==> config.mk <==
export PLATFORM = sky130hd
export DESIGN_NAME = aes_round_ctrl_flat
export DESIGN_NICKNAME = d
export VERILOG_FILES = /design/src/rtl/aes_round_ctrl_if.sv /design/src/rtl/aes_round_ctrl.sv /design/src/flat_wrapper.sv
export SDC_FILE = /design/constraint.sdc
export NUM_CORES = 1
export LEC_CHECK = 0
export ABC_CLOCK_PERIOD_IN_PS = 12000
export CAP_MARGIN = 20
export CELL_PAD_IN_SITES_DETAIL_PLACEMENT = 1
export CELL_PAD_IN_SITES_GLOBAL_PLACEMENT = 1
export CORE_AREA = 2 2 304 306
export CTS_CLUSTER_SIZE = 20
export DETAILED_ROUTE_END_ITERATION = 8
export DIE_AREA = 0 0 306 308
export PLACE_DENSITY_LB_ADDON = 0.1
export SLEW_MARGIN = 10
export SYNTH_ARGS = -nofsm -noshare
export SYNTH_HDL_FRONTEND = slang
export SYNTH_SLANG_ARGS = --single-unit
export TNS_END_PERCENT = 50
==> constraint.sdc <==
create_clock -name clk_i -period 12 [get_ports clk_i]
set_input_delay 2.4 -clock clk_i [delete_from_list [all_inputs] [get_ports clk_i]]
set_output_delay 2.4 -clock clk_i [all_outputs]
set_load 0.01 [all_outputs]
==> src/rtl/aes_round_ctrl_if.sv <==
// aes_round_ctrl_if: command, result, key-store and round-datapath signals of aes_round_ctrl.
// Latency: none, wiring only. Backpressure: valid/ready on command and result paths.
// abort_i exists only when AES_ROUND_CTRL_ABORT_EN is defined.
interface aes_round_ctrl_if;
    logic         in_valid_i;
    logic         in_ready_o;
    logic         decrypt_i;
    logic [127:0] block_i;
    logic         out_valid_o;
    logic         out_ready_i;
    logic [127:0] block_o;
    logic         busy_o;
    logic [3:0]   key_idx_o;
    logic [127:0] key_i;
    logic [127:0] rnd_block_o;
    logic [127:0] rnd_key_o;
    logic         rnd_decrypt_o;
    logic         rnd_last_o;
    logic [127:0] rnd_block_i;
`ifdef AES_ROUND_CTRL_ABORT_EN
    logic         abort_i;
`endif

    modport slave (
`ifdef AES_ROUND_CTRL_ABORT_EN
        input  abort_i,
`endif
        input  in_valid_i, decrypt_i, block_i, out_ready_i, key_i, rnd_block_i,
        output in_ready_o, out_valid_o, block_o, busy_o, key_idx_o,
               rnd_block_o, rnd_key_o, rnd_decrypt_o, rnd_last_o
    );

    modport master (
`ifdef AES_ROUND_CTRL_ABORT_EN
        output abort_i,
`endif
        output in_valid_i, decrypt_i, block_i, out_ready_i, key_i, rnd_block_i,
        input  in_ready_o, out_valid_o, block_o, busy_o, key_idx_o,
               rnd_block_o, rnd_key_o, rnd_decrypt_o, rnd_last_o
    );
endinterface

==> src/rtl/aes_round_ctrl.sv <==
// aes_round_ctrl: sequences one AES-128 block through 10 passes of a shared round datapath (abort via AES_ROUND_CTRL_ABORT_EN).
// Latency: encrypt 1+10*(ROUND_LAT+1) cycles accept-to-valid, decrypt one cycle more for the final key XOR.
// Backpressure: one block in flight; in_ready only in IDLE, result held in DONE until out_ready.
module aes_round_ctrl #(
    parameter int ROUND_LAT = 4
) (
    input  logic            clk_i,
    input  logic            rst_i,
    aes_round_ctrl_if.slave bus
);
    typedef enum logic [1:0] {IDLE, RUN, FINAL, DONE} state_t;

    localparam logic [3:0] LAT = 4'(ROUND_LAT);

    state_t       state, state_nxt;
    logic [127:0] data, data_nxt;
    logic         decrypt, decrypt_nxt;
    logic [3:0]   pass, pass_nxt;
    logic [3:0]   wait_cnt, wait_nxt;
    logic         abort;

`ifdef AES_ROUND_CTRL_ABORT_EN
    assign abort = bus.abort_i;
`else
    assign abort = 1'b0;
`endif

    always_ff @(posedge clk_i or posedge rst_i) begin
        if (rst_i) begin
            state    <= IDLE;
            data     <= '0;
            decrypt  <= 1'b0;
            pass     <= '0;
            wait_cnt <= '0;
        end else begin
            state    <= state_nxt;
            data     <= data_nxt;
            decrypt  <= decrypt_nxt;
            pass     <= pass_nxt;
            wait_cnt <= wait_nxt;
        end
    end

    always_comb begin
        state_nxt         = state;
        data_nxt          = data;
        decrypt_nxt       = decrypt;
        pass_nxt          = pass;
        wait_nxt          = wait_cnt;
        bus.in_ready_o    = 1'b0;
        bus.out_valid_o   = 1'b0;
        bus.block_o       = '0;
        bus.busy_o        = (state != IDLE);
        bus.key_idx_o     = '0;
        bus.rnd_block_o   = '0;
        bus.rnd_key_o     = '0;
        bus.rnd_decrypt_o = 1'b0;
        bus.rnd_last_o    = 1'b0;

        case (state)
            IDLE: begin
                // key_idx_o is 0 here, so key_i is the whitening key
                bus.in_ready_o = !rst_i;
                if (bus.in_valid_i && !rst_i) begin
                    decrypt_nxt = bus.decrypt_i;
                    data_nxt    = bus.decrypt_i ? bus.block_i : (bus.block_i ^ bus.key_i);
                    pass_nxt    = 4'd1;
                    wait_nxt    = 4'd0;
                    state_nxt   = RUN;
                end
            end
            RUN: begin
                bus.key_idx_o     = decrypt ? (4'd11 - pass) : pass;
                bus.rnd_block_o   = data;
                bus.rnd_key_o     = bus.key_i;
                bus.rnd_decrypt_o = decrypt;
                bus.rnd_last_o    = decrypt ? (pass == 4'd1) : (pass == 4'd10);
                if (wait_cnt == LAT) begin
                    data_nxt = bus.rnd_block_i;
                    wait_nxt = 4'd0;
                    pass_nxt = pass + 4'd1;
                    if (pass == 4'd10)
                        state_nxt = decrypt ? FINAL : DONE;
                end else begin
                    wait_nxt = wait_cnt + 4'd1;
                end
            end
            FINAL: begin
                data_nxt  = data ^ bus.key_i;
                state_nxt = DONE;
            end
            DONE: begin
                bus.out_valid_o = 1'b1;
                bus.block_o     = data;
                if (bus.out_ready_i)
                    state_nxt = IDLE;
            end
            default: state_nxt = IDLE;
        endcase

        // abort overrides everything, including a same-cycle result handshake
        if (abort && (state != IDLE)) begin
            state_nxt = IDLE;
            data_nxt  = '0;
        end
    end
endmodule

==> src/flat_wrapper.sv <==
// flat-port wrapper written by rule: the top's interface ports become plain ports
module aes_round_ctrl_flat 
#(
    parameter int ROUND_LAT = 4
)
  (clk_i, rst_i, bus_in_valid_i, bus_decrypt_i, bus_block_i, bus_out_ready_i, bus_key_i, bus_rnd_block_i, bus_in_ready_o, bus_out_valid_o, bus_block_o, bus_busy_o, bus_key_idx_o, bus_rnd_block_o, bus_rnd_key_o, bus_rnd_decrypt_o, bus_rnd_last_o);
  aes_round_ctrl_if bus_i ();
  input  logic clk_i;
  input  logic rst_i;
  input wire logic [$bits(bus_i.in_valid_i)-1:0] bus_in_valid_i;
  input wire logic [$bits(bus_i.decrypt_i)-1:0] bus_decrypt_i;
  input wire logic [$bits(bus_i.block_i)-1:0] bus_block_i;
  input wire logic [$bits(bus_i.out_ready_i)-1:0] bus_out_ready_i;
  input wire logic [$bits(bus_i.key_i)-1:0] bus_key_i;
  input wire logic [$bits(bus_i.rnd_block_i)-1:0] bus_rnd_block_i;
  output wire logic [$bits(bus_i.in_ready_o)-1:0] bus_in_ready_o;
  output wire logic [$bits(bus_i.out_valid_o)-1:0] bus_out_valid_o;
  output wire logic [$bits(bus_i.block_o)-1:0] bus_block_o;
  output wire logic [$bits(bus_i.busy_o)-1:0] bus_busy_o;
  output wire logic [$bits(bus_i.key_idx_o)-1:0] bus_key_idx_o;
  output wire logic [$bits(bus_i.rnd_block_o)-1:0] bus_rnd_block_o;
  output wire logic [$bits(bus_i.rnd_key_o)-1:0] bus_rnd_key_o;
  output wire logic [$bits(bus_i.rnd_decrypt_o)-1:0] bus_rnd_decrypt_o;
  output wire logic [$bits(bus_i.rnd_last_o)-1:0] bus_rnd_last_o;
  assign bus_i.in_valid_i = bus_in_valid_i;
  assign bus_i.decrypt_i = bus_decrypt_i;
  assign bus_i.block_i = bus_block_i;
  assign bus_i.out_ready_i = bus_out_ready_i;
  assign bus_i.key_i = bus_key_i;
  assign bus_i.rnd_block_i = bus_rnd_block_i;
  assign bus_in_ready_o = bus_i.in_ready_o;
  assign bus_out_valid_o = bus_i.out_valid_o;
  assign bus_block_o = bus_i.block_o;
  assign bus_busy_o = bus_i.busy_o;
  assign bus_key_idx_o = bus_i.key_idx_o;
  assign bus_rnd_block_o = bus_i.rnd_block_o;
  assign bus_rnd_key_o = bus_i.rnd_key_o;
  assign bus_rnd_decrypt_o = bus_i.rnd_decrypt_o;
  assign bus_rnd_last_o = bus_i.rnd_last_o;
  aes_round_ctrl #(.ROUND_LAT(ROUND_LAT)) u_core (.clk_i(clk_i), .rst_i(rst_i), .bus(bus_i));
endmodule
==> run metrics <==
worst path cell trace clkdlybuf4s50_1, and2_1, clkdlybuf4s50_1; Top Ports 782; post-synthesis xor/xnor area fraction 7.86%; final-layout fill cell count 10,754; Synth cell types 39; CP bufs+invs 2; Worst Path Required approximately 9.6 ns; Resized Gates After CTS 0; I/O Buffers 781; DIE WIDTH about 310 µm; Antenna Violating Nets Remaining 0; initial antenna violation count 17; vias 16,976; met2 usage 35.2%; maxcap violations 0; row cnt 111; global-route wire length before repair 128,000 µm; hold path depth 1; most frequent cells in the layout clkdlybuf4s50_1, and2_1, nand2_1; Top FF cell, synth dfrtp_1; Hold Crit Class reg2reg; FFs w/ async S/R, synth 100%; Synth-to-Final Area Change 65.2%; Starting Density 15.9%; CP delay by family, top buffers and inverters; fin crit share between 50 and 60%; most frequent CP cell clkdlybuf4s50_1; leakage power 8.81 nW; Worst VDD drop 190 µV; Gate Count Post-Synth 1,988; crit path from bus_key_i[125]; met1 usage 20.4%; Synth Net Count 2,390; largest family of logic cells by synthesized area simple AND/OR/NAND/NOR gates; final hold vios 0; actual slew at the worst max-slew pin 1.18 ns; Placement Setup Slack 5.84 ns; post-layout util 26.3%; total gr overflow 0; Worst R2R Path Depth 8; Worst Setup End Kind output port; gp weighted congestion around 0.8; Crit Path Max Fanout 4; average routed wire per standard cell approximately 23 µm; Seq/Total Area, Yosys 24.0%; simple logic cell fraction of the synthesized area 37.7%; FF+latch count, synth 139; GRT Total Usage ~18%; Max stage delay on crit path roughly 0.65 ns; mean post-synth cell area between 7 and 8 µm²; Worst Hold Launch u_core.wait_cnt[3]; Root Driver clkbuf_16; total wire length 89,100 µm; R2R Path Start u_core.state[1]; number of synthesized flops with an enable pin 0; post-synthesis adder-cell area fraction between 1 and 1.5%; Final nets 3,044; most used routing layer met2; CTS buffer count 17; First-pass DRT Iterations 4; fmax 162 MHz; Setup violations, final 0; largest net degree at the start of global routing 204; chip height around 310 µm; CTS Sinks 139; most common cell after layout, fill and taps aside clkdlybuf4s50_1; RSZ-0062 raised after global routing false; Mapped Area 0.0145 mm²; Die Area 0.0942 mm²; CTS Buffer Depth 2; WP data arrival 3.77 ns; Post-DP HPWL 66,400 µm; Sequential cell area around 0.0035 mm²; status completed; Crit Path Category in2out; setup TNS 0 ns; routing usage on met3 around 3.8%; mux share of post-synthesis cell area 0.0777%; Clock Latency Late Sink 0.50 ns; worst rel slew slack a little over a fifth; Slowest-stage cell, CP clkdlybuf4s50_1; cts hold-fix bufs 0; DR vias/cell 4.41; Worst Setup Start Kind input pin; Clock Pin Slew Worst Setup and Hold Paths 0.06 ns; CTS tree yes; skew final 0.0189 ns; setup bufs post-CTS 0; combined area of the multi-input logic cells 0.0101 mm²; max-slew violations 0; Syn. warnings 0; vias in the first global route 18,068; Worst Hold Slack 0.537 ns; fraction of the mapped netlist area in compound gates between 20% and 30%; Initial DRC Count between 600 and 700; Cell Pwr Density roughly 240 mW/mm²; H-Tree Depth 4; Remaining DRCs 0; ratio of cells with drive above 1 in the final layout 2.30%; core footprint 0.0910 mm²; Setup WS post-layout 5.83 ns; Critical Path Stages 3; minimum clock period 6.17 ns
## metrics by stage
stage / total power, mW / cells / cell area, µm²
finish: 5.68 / 3852 / 23900
floorplan: 3.28 / 1988 / 14500
detailed placement: 5.17 / 3809 / 23300
global route: 6.19 / 3850 / 23900
global placement: 5.06 / 3809 / 23300
CTS: 5.82 / 3841 / 23900
## power breakdown
group          switching, mW  total, mW  internal (mW)  leakage, nW
registers              0.273      0.988          0.714         1.73
logic                   2.28       4.07           1.80         6.78
clock network          0.268      0.614          0.346        0.300
## synth_stat cells, types with 13 or more instances
cell	count	area, µm²
inv_1	77	289
clkbuf_1	117	439
buf_2	31	155
o21ai_0	181	906
ha_1	13	163
nand2b_1	129	807
o211ai_1	129	968
nor3b_1	63	473
o221ai_1	65	569
nor2_1	72	270
nor2b_1	68	425
dfrtp_1	139	3480
and2_1	387	2420
o21ai_1	14	70.1
a22o_1	66	578
xnor2_1	130	1140
nand2_1	263	987
## sequential cells by signal (all words and copies together) (netlist names)
signal and count:
u_core.pass 4, u_core.state 2, u_core.wait_cnt 4, u_core.decrypt 1
u_core.data 128
## routing by layer
metal,share of wire (%),routed length (µm)
met5,0.059,53
met2,55,48700
met3,4.0,3550
met1,40,35300
met4,1.7,1520
## path summary, 6_finish.rpt
check | endpoint | slack, ns
max | bus_rnd_key_o[125] | 5.83
min | u_core.wait_cnt[3] | 0.54
max reg2reg | u_core.data[95] | 8.35
min reg2reg | u_core.wait_cnt[3] | 0.54
max in group asynchronous | u_core.data[82] | 8.26
min in group asynchronous | u_core.decrypt | 2.46
## cell families (layout without fill, tap and decap cells)
group,after synthesis,count (layout)
xor+xnor,130,130
buf+inv,242,909
simple gates,993,993
fa+ha+maj,13,13
other cells,0,11
compound gates,470,470
flops,139,139
mux,1,1
## final cells by class
type                    count  share of cell area, %
clock inverters            13                  0.732
clock buffers              19                   1.81
multi-input cells        1607                   42.1
flip-flops and latches    139                   14.5
diodes                     11                  0.115
well taps                1186                   6.20
inverters                  77                   1.23
repair buffers            800                   33.3
Note: power is estimated with default switching activity, not from simulation.
